File: config.mk
export PLATFORM = sky130hd
export DESIGN_NAME = rv_exec_datapath
export DESIGN_NICKNAME = d
export VERILOG_FILES = /design/src/rtl/rv_exec_datapath.sv
export SDC_FILE = /design/constraint.sdc
export NUM_CORES = 2
export LEC_CHECK = 0
export BUFFER_PORTS_ARGS = -buffer_cell sky130_fd_sc_hd__buf_2
export CORE_ASPECT_RATIO = 1.1
export CORE_MARGIN = 1.5
export CORE_UTILIZATION = 45
export CTS_CLUSTER_SIZE = 30
export DETAILED_ROUTE_END_ITERATION = 16
export PLACE_DENSITY = 0.61
export SLEW_MARGIN = 20
export SYNTH_ARGS = -nofsm -noshare
export SYNTH_HDL_FRONTEND = slang
export SYNTH_SLANG_ARGS = --single-unit
File: constraint.sdc
create_clock -name clk -period 10.37 [get_ports clk]
set_input_delay 0.5185 -clock clk [delete_from_list [all_inputs] [get_ports clk]]
set_output_delay 0.5185 -clock clk [all_outputs]
set_load 0.02 [all_outputs]
File: src/rtl/rv_exec_datapath.sv
`default_nettype none
// ============================================================================
// Module   : rv_exec_datapath
// Brief    : Single-cycle RV32I execute / write-back slice (regfile, ALU, DM).
// Revision : 1.0  initial release
// ============================================================================

module rv_exec_datapath #(
    parameter  int DM_WORDS = 32,
    localparam int DM_AW    = $clog2(DM_WORDS)
) (
    input  logic             clk,
    input  logic             reset,
    input  logic [4:0]       read_reg_num1,
    input  logic [4:0]       read_reg_num2,
    input  logic [4:0]       write_reg_num,
    input  logic             reg_write,
    input  logic [5:0]       alu_cntrl,
    input  logic [31:0]      imm_val,
    input  logic [4:0]       shamt,
    input  logic             mem_to_reg,
    input  logic             sw,
    input  logic             lui_cntrl,
    input  logic [31:0]      imm_val_lui,
    input  logic             jump,
    input  logic [31:0]      return_address,
    input  logic             beq_cntrl,
    input  logic             bneq_cntrl,
    input  logic             bgeq_cntrl,
    input  logic             blt_cntrl,
    output logic [DM_AW-1:0] read_data_addr_dm,
    output logic             beq,
    output logic             bneq,
    output logic             bgeq,
    output logic             blt
);

    localparam logic [4:0] c_OP_ADD  = 5'h01;
    localparam logic [4:0] c_OP_SUB  = 5'h02;
    localparam logic [4:0] c_OP_SLL  = 5'h03;
    localparam logic [4:0] c_OP_SLT  = 5'h04;
    localparam logic [4:0] c_OP_SLTU = 5'h05;
    localparam logic [4:0] c_OP_XOR  = 5'h06;
    localparam logic [4:0] c_OP_SRL  = 5'h07;
    localparam logic [4:0] c_OP_SRA  = 5'h08;
    localparam logic [4:0] c_OP_OR   = 5'h09;
    localparam logic [4:0] c_OP_AND  = 5'h0A;
    localparam logic [4:0] c_OP_EQ   = 5'h0B;
    localparam logic [4:0] c_OP_NE   = 5'h0C;
    localparam logic [4:0] c_OP_GE   = 5'h0D;
    localparam logic [4:0] c_OP_LT   = 5'h0E;

    logic [31:0]      rf_q [32];
    logic [31:0]      rf_d [32];
    logic [31:0]      dm_q [DM_WORDS];
    logic [31:0]      dm_d [DM_WORDS];

    logic [31:0]      w_rs1_data;
    logic [31:0]      w_rs2_data;
    logic [31:0]      w_alu_b;
    logic [4:0]       w_shift;
    logic [31:0]      w_alu_result;
    logic             w_result_one;
    logic [DM_AW-1:0] w_dm_idx;
    logic [31:0]      w_dm_rdata;
    logic [31:0]      w_wb_data;
    logic             w_rf_we;
    logic             w_dm_we;

    // ------------------------------------------------------------------
    // Register read: combinational, x0 hard-wired to zero, no bypass.
    // ------------------------------------------------------------------
    always_comb begin
        w_rs1_data = (read_reg_num1 == 5'd0) ? 32'd0 : rf_q[read_reg_num1];
        w_rs2_data = (read_reg_num2 == 5'd0) ? 32'd0 : rf_q[read_reg_num2];
    end

    always_comb begin
        w_alu_b = alu_cntrl[5] ? imm_val : w_rs2_data;
        w_shift = alu_cntrl[5] ? shamt   : w_alu_b[4:0];
    end

    // ------------------------------------------------------------------
    // ALU: wrapping arithmetic, compares produce 0/1, unknown opcodes 0.
    // ------------------------------------------------------------------
    always_comb begin
        w_alu_result = 32'd0;
        case (alu_cntrl[4:0])
            c_OP_ADD:  w_alu_result = w_rs1_data + w_alu_b;
            c_OP_SUB:  w_alu_result = w_rs1_data - w_alu_b;
            c_OP_SLL:  w_alu_result = w_rs1_data << w_shift;
            c_OP_SLT:  w_alu_result = {31'd0, $signed(w_rs1_data) < $signed(w_alu_b)};
            c_OP_SLTU: w_alu_result = {31'd0, w_rs1_data < w_alu_b};
            c_OP_XOR:  w_alu_result = w_rs1_data ^ w_alu_b;
            c_OP_SRL:  w_alu_result = w_rs1_data >> w_shift;
            c_OP_SRA:  w_alu_result = $signed(w_rs1_data) >>> w_shift;
            c_OP_OR:   w_alu_result = w_rs1_data | w_alu_b;
            c_OP_AND:  w_alu_result = w_rs1_data & w_alu_b;
            c_OP_EQ:   w_alu_result = {31'd0, w_rs1_data == w_alu_b};
            c_OP_NE:   w_alu_result = {31'd0, w_rs1_data != w_alu_b};
            c_OP_GE:   w_alu_result = {31'd0, $signed(w_rs1_data) >= $signed(w_alu_b)};
            c_OP_LT:   w_alu_result = {31'd0, $signed(w_rs1_data) < $signed(w_alu_b)};
            default:   w_alu_result = 32'd0;
        endcase
    end

    always_comb begin
        w_result_one = (w_alu_result == 32'd1);
        beq          = beq_cntrl  & w_result_one;
        bneq         = bneq_cntrl & w_result_one;
        bgeq         = bgeq_cntrl & w_result_one;
        blt          = blt_cntrl  & w_result_one;
    end

    // ------------------------------------------------------------------
    // Data memory: word index wraps modulo the memory depth.
    // ------------------------------------------------------------------
    always_comb begin
        w_dm_idx          = DM_AW'(w_rs1_data + imm_val);
        w_dm_rdata        = dm_q[w_dm_idx];
        read_data_addr_dm = w_dm_idx;
    end

    always_comb begin
        if (jump) begin
            w_wb_data = return_address;
        end else if (lui_cntrl) begin
            w_wb_data = imm_val_lui;
        end else if (mem_to_reg) begin
            w_wb_data = w_dm_rdata;
        end else begin
            w_wb_data = w_alu_result;
        end
    end

    always_comb begin
        w_rf_we = reg_write & ~sw & (write_reg_num != 5'd0);
        w_dm_we = sw;
    end

    always_comb begin
        for (int i = 0; i < 32; i++) begin
            rf_d[i] = rf_q[i];
        end
        if (w_rf_we) begin
            rf_d[write_reg_num] = w_wb_data;
        end
    end

    always_comb begin
        for (int i = 0; i < DM_WORDS; i++) begin
            dm_d[i] = dm_q[i];
        end
        if (w_dm_we) begin
            dm_d[w_dm_idx] = w_rs2_data;
        end
    end

    // Active-low asynchronous clear; holding reset low also blocks writes.
    always_ff @(posedge clk or negedge reset) begin
        if (!reset) begin
            for (int i = 0; i < 32; i++) begin
                rf_q[i] <= 32'd0;
            end
            for (int i = 0; i < DM_WORDS; i++) begin
                dm_q[i] <= 32'd0;
            end
        end else begin
            for (int i = 0; i < 32; i++) begin
                rf_q[i] <= rf_d[i];
            end
            for (int i = 0; i < DM_WORDS; i++) begin
                dm_q[i] <= dm_d[i];
            end
        end
    end

endmodule

`default_nettype wire

# [Yosys cells after proc, flatten, opt, wreduce, memory -nomap -nowiden]
# Cells that the tools add are included.
[word_totals] ff_bits=2048 word_cells=139
[op_classes] n_addsub=3 n_lt_le_gt_ge=9 eq_ne=17 shifts=3 muxes=23 bitwise_logic=14 n_reduce_logical=6
[ops] operator="$bwmux W1024" count=2
[ops] operator="$bmux W32 S5" count=3
[ops] operator="$mux W32" count=14
[ops] operator="$pmux W32 S13" count=1
[ops] operator="$demux W32 S5" count=2
[ops] operator="$lt A32 B32 Y1" count=2
[ops] operator="$eq A5 B4 Y1 const B" count=7
[ops] operator="$add A32 B32 Y32" count=1
[ops] operator="$and A32 B32 Y32" count=1
[ops] operator="$eq A32 B1 Y1 const B" count=1
[ops] operator="$eq A32 B32 Y1" count=1
[ops] operator="$ge A32 B32 Y1" count=1
[ops] operator="$ne A32 B32 Y1" count=1
[ops] operator="$or A32 B32 Y32" count=1
[ops] operator="$shl A32 B5 Y32" count=1
[ops] operator="$shr A32 B5 Y32" count=1
[ops] operator="$sshr A32 B5 Y32" count=1
[ops] operator="$sub A32 B32 Y32" count=1
[ops] operator="$xor A32 B32 Y32" count=1
[ops] operator="$ge A6 B6 Y1 const B" count=4
[ops] operator="$not A5 Y6" count=4
[ops] operator="$eq A5 B3 Y1 const B" count=4
[ops] operator="$lt A6 B1 Y1 const B" count=2
[ops] operator="$eq A5 B2 Y1 const B" count=2
[ops] operator="other kinds (9)" count=16

# [Depth between registers and ports, before layout]
[depth] depth_word=14 ltp_mapped=30 ltp_nobuf=23

# [Worst setup path before layout]
# OpenSTA, ideal clock, no wires.
[synth_timing] path_type="input port to output port" startpoint="in read_reg_num2[0]" endpoint="out beq" arrival_time_ps=7412 required_time_ps=9852 path_slack_ps=2440 path_stages=27 path_cell_list="buf_4 -> buf_6 -> buf_1 -> clkbuf_1 -> buf_1 -> mux4_2 -> mux4_2 -> mux2i_1 -> nor2_1 -> clkbuf_1 -> mux2i_1 -> ha_1 -> clkbuf_1 -> a21oi_1 -> nor3b_1 -> o21ai_0 -> a211oi_1 -> o21ai_0 -> a221oi_1 -> o21a_1 -> nand2_1 -> a2111oi_0 -> or4_1 -> nand4_1 -> nor4_1 -> nand3_1 -> nor2_1"
[synth_between] elab_chain_cells=11 elab_cells_between_ends=24 classes_between="add/sub: 2; order compare: 3; eq/ne: 3; shift: 3; mux: 7; bitwise: 5; reduce/logical: 1"
[synth_rtl] element="from (decl)" line_no="15" text="input logic [4:0] read_reg_num2,"
[synth_rtl] element="$not A5 Y6 (not written as such)" line_no="75" text="w_rs2_data = (read_reg_num2 == 5'd0) ? 32'd0 : rf_q[read_reg_num2];"
[synth_rtl] element="$bmux W32 S5" line_no="75"
[synth_rtl] element="$mux W32 (not written as such) (2 in series)" line_no="75"
[synth_rtl] element="$mux W32 *" line_no="75"
[synth_rtl] element="$mux W32 *" line_no="79" text="w_alu_b = alu_cntrl[5] ? imm_val : w_rs2_data;"
[synth_rtl] element="branches (longest 2 deep; another with $sub A32 B32 Y32)"
[synth_rtl] element="$pmux W32 S13 *" line_no="88" text="case (alu_cntrl[4:0])"
[synth_rtl] element="$eq A32 B1 Y1 *" line_no="108" text="w_result_one = (w_alu_result == 32'd1);"
[synth_rtl] element="$and A1 B1 Y1 *" line_no="109" text="beq = beq_cntrl & w_result_one;"
[synth_rtl] element="to (decl)" line_no="32" text="output logic beq,"
# Every way passes the cells marked *. The select of a mux whose other input is x is not followed.

# [Worst setup path in the final report]
[layout_timing] startpoint="in read_reg_num2[0]" endpoint="out bgeq"
[layout_between] elab_chain_cells=11 elab_cells_between_ends=24 classes_between="add/sub: 2; order compare: 3; eq/ne: 3; shift: 3; mux: 7; bitwise: 5; reduce/logical: 1"
[layout_rtl] element="$not A5 Y6 (not written as such)" line_no="75"
[layout_rtl] element="$bmux W32 S5" line_no="75"
[layout_rtl] element="$mux W32 (not written as such) (2 in series)" line_no="75"
[layout_rtl] element="$mux W32 *" line_no="75"
[layout_rtl] element="$mux W32 *" line_no="79"
[layout_rtl] element="branches (longest 2 deep; another with $sub A32 B32 Y32)"
[layout_rtl] element="$pmux W32 S13 *" line_no="88"
[layout_rtl] element="$eq A32 B1 Y1 *" line_no="108"
[layout_rtl] element="$and A1 B1 Y1 *" line_no="111" text="bgeq = bgeq_cntrl & w_result_one;"
[layout_rtl] element="to (decl)" line_no="34" text="output logic bgeq,"
# Marks and branches as above.

==> results.ini <==
[placed_design]
dp_cells=13511
dp_hpwl_mm=313
pre_cts_ws_ps=657
io_buffers=141
place_area_mm2=0.116
gp_congestion=1.09

[cells_and_area]
layout_common_cells=nand2_1 (3291), dfrtp_1 (2048), mux4_2 (739)
instances_no_fill=13920
fill_cells=21852
nets=10703
finalCoreUtilization_pct=50.6
seq_area_mm2=0.0512
drive_gt1_share_pct=23.8
multi_input_area_mm2=0.0559
layout_commonest_cell=nand2_1
stdcell_area_mm2=0.124
syn_to_final_growth_pct=11.6

[pwr]
power_density_mw_per_mm2=199
p_leak_nw=57.9
ir_drop_uv=201
p_total_mw=24.6

[sta]
maxSlewViolCount=0
timing.final.ws_setup_ps=321
min_period_ps=10050
fin_crit_sh_pct=96.9
worst_pin_slew_ps=1240
hold_viol=0
rsz0062_at_grt=no
worst_clock_skew_ps=107
max_freq_mhz=99.5
relSlewSlack_pct=16.8
finalSetupTns_ps=0
whs_ps=211
setup_viol=0

[synth]
synth_fp_nets=10847
synth_enable_flop_cells=0
yosysTopAreaCell=dfrtp_1
async_flop_share_pct=100
syn_avg_cell_area_um2=10.5
syn_area_mm2=0.111
ys_ff_latch=2048
synth_cells=10608
synth.top_cells.by_area=dfrtp_1 (46%), mux4_2 (15%), nand2_1 (11%), mux2_2 (6.6%), o21ai_0 (2.7%)
yosysWarnings=0
synth_flop_cell=dfrtp_1
synth_top_area_share_pct=46.2
ys_types=106
yosysSeqAreaShare_pct=46.2

[routing]
routedWlPerCell_um=34.1
drc=0
ant_nets=0
totalWireLength_mm=475
drt_iter0_markers=10742
vias=90323
first_pass_iters=8
vias_per_cell=6.49

[job]
maxCapViolCount=0

[floorplanning]
die_w_um=476
coreArea_mm2=0.244
row_count=190
die-area_mm2=0.249
io_pins=142
initial_core_util_pct=45.4
fp.dieH_um=524

[clock_network]
htree_levels=4
clk_path_buf_depth=3
cts_tree=built
cts.sinks=2048
cts_buffers=212
clock_latency_ps=920
ctsRootBufferMaster=clkbuf_16
clk_pin_slew_worst_paths_ps=60

[grt]
grtUsageTotal_pct=37.7
grt_max_degree=196
grt_pass1_vias=88944
antenna_found_initial=23
grt_overflow=0
grt_pass1_wl_mm=672

[critical_path]
startpoint_type=primary input
slowest_delay_ps=1040
path_cells=buf_8 -> buf_12 -> buf_12 -> mux4_2 -> mux4_2 -> mux2i_1 -> nor2_4 -> mux2_2 -> ha_1 -> inv_1 -> nor2_1 -> nand3_1 -> a21oi_1 -> o22ai_1 -> o31ai_1 -> a21oi_1 -> o21ba_2 -> a221o_1 -> a221o_1 -> nor4_1 -> nand3_1 -> buf_4 -> nor2_1 -> buf_2
crit_path_end_kind=output port
arrival_ps=9530
critPathRequiredTime_ps=9850
cpMaxStageDelayCell=o31ai_1
worstPathMaxFanout=60
critPathKind=primary input to output port

[worst_hold_path]
min_path_type=primary input to flop

[status]
status=complete, no violations

==> cells in the mapped netlist, types with 80 or more instances <==
| cell type | n |
|---|---|
| nand2_1 | 3326 |
| dfrtp_1 | 2048 |
| mux4_2 | 739 |
| clkbuf_1 | 661 |
| mux2_2 | 649 |
| o21ai_0 | 591 |
| nor2_1 | 339 |
| a21oi_1 | 305 |
| mux2i_1 | 291 |
| buf_2 | 133 |
| inv_1 | 113 |
| ha_1 | 103 |
| a22oi_1 | 102 |
| a211oi_1 | 85 |
| nor3_1 | 80 |
==> final timing paths <==
check	start	end	slack [ps]	cells past startpoint
max	read_reg_num2[0]	bgeq	320	24
max reg2reg	rf_q[804]	rf_q[955]	2160	23
min	write_reg_num[1]	rf_q[511]	210	4
max in group asynchronous	reset	rf_q[537]	7520	4
min in group asynchronous	reset	dm_q[15]	330	2
min reg2reg	rf_q[1012]	rf_q[1012]	390	0
==> where the power goes <==
group          switching (mW)  internal, mW  total [mW]
Clock                    3.45          4.71        8.17
Sequential              0.864          9.38        10.2
Combinational            3.78          2.40        6.18
==> cells by family after synthesis <==
kind of cell / synth area share (%)
xor gates and xnor gates: 0.158
adders and majority gates: 1.22
and+or+nand+nor: 14.5
AOI/OAI and AO/OA: 9.35
muxes: 24.5
buffers and inverters: 4.08
DFF: 46.2
==> flip-flops by register name (all words and copies together), names as in the netlist <==
signal,count
rf_q,1024
dm_q,1024
==> area by class of cell <==
type	count	area share [%]
timing repair buffer	572	3.63
multi-input combinational	7512	45.2
sequential	2048	41.4
clock inverter	79	1.05
antenna	18	0.0364
clock buffer	309	5.00
inverter	118	0.360
tap	3264	3.30
==> layer usage <==
layer / GRT usage [%] / vias to the layer above / routed length [um]
met5: 0 / - / 80
met4: 24.2 / 10 / 35400
met3: 7.78 / 1290 / 44000
met2: 57.5 / 5240 / 212000
met1: 49.1 / 46646 / 183000
li1: - / 37137 / -
==> timing repair <==
item / CTS / global route
endpoints found under the hold margin: 149 / 0
hold buffers: 1 / 0
gates resized for setup: 0 / 0
setup buffers: 0 / 0
==> worst max-delay path: cells and delay by family <==
family	cells	cell delay [ps]
muxes	4	1920
and+or+nand+nor	6	1580
buffers and inverters	6	1990
adders and majority gates	1	530
AOI/OAI and AO/OA	7	2860
Power figures use the tool's default switching activity.
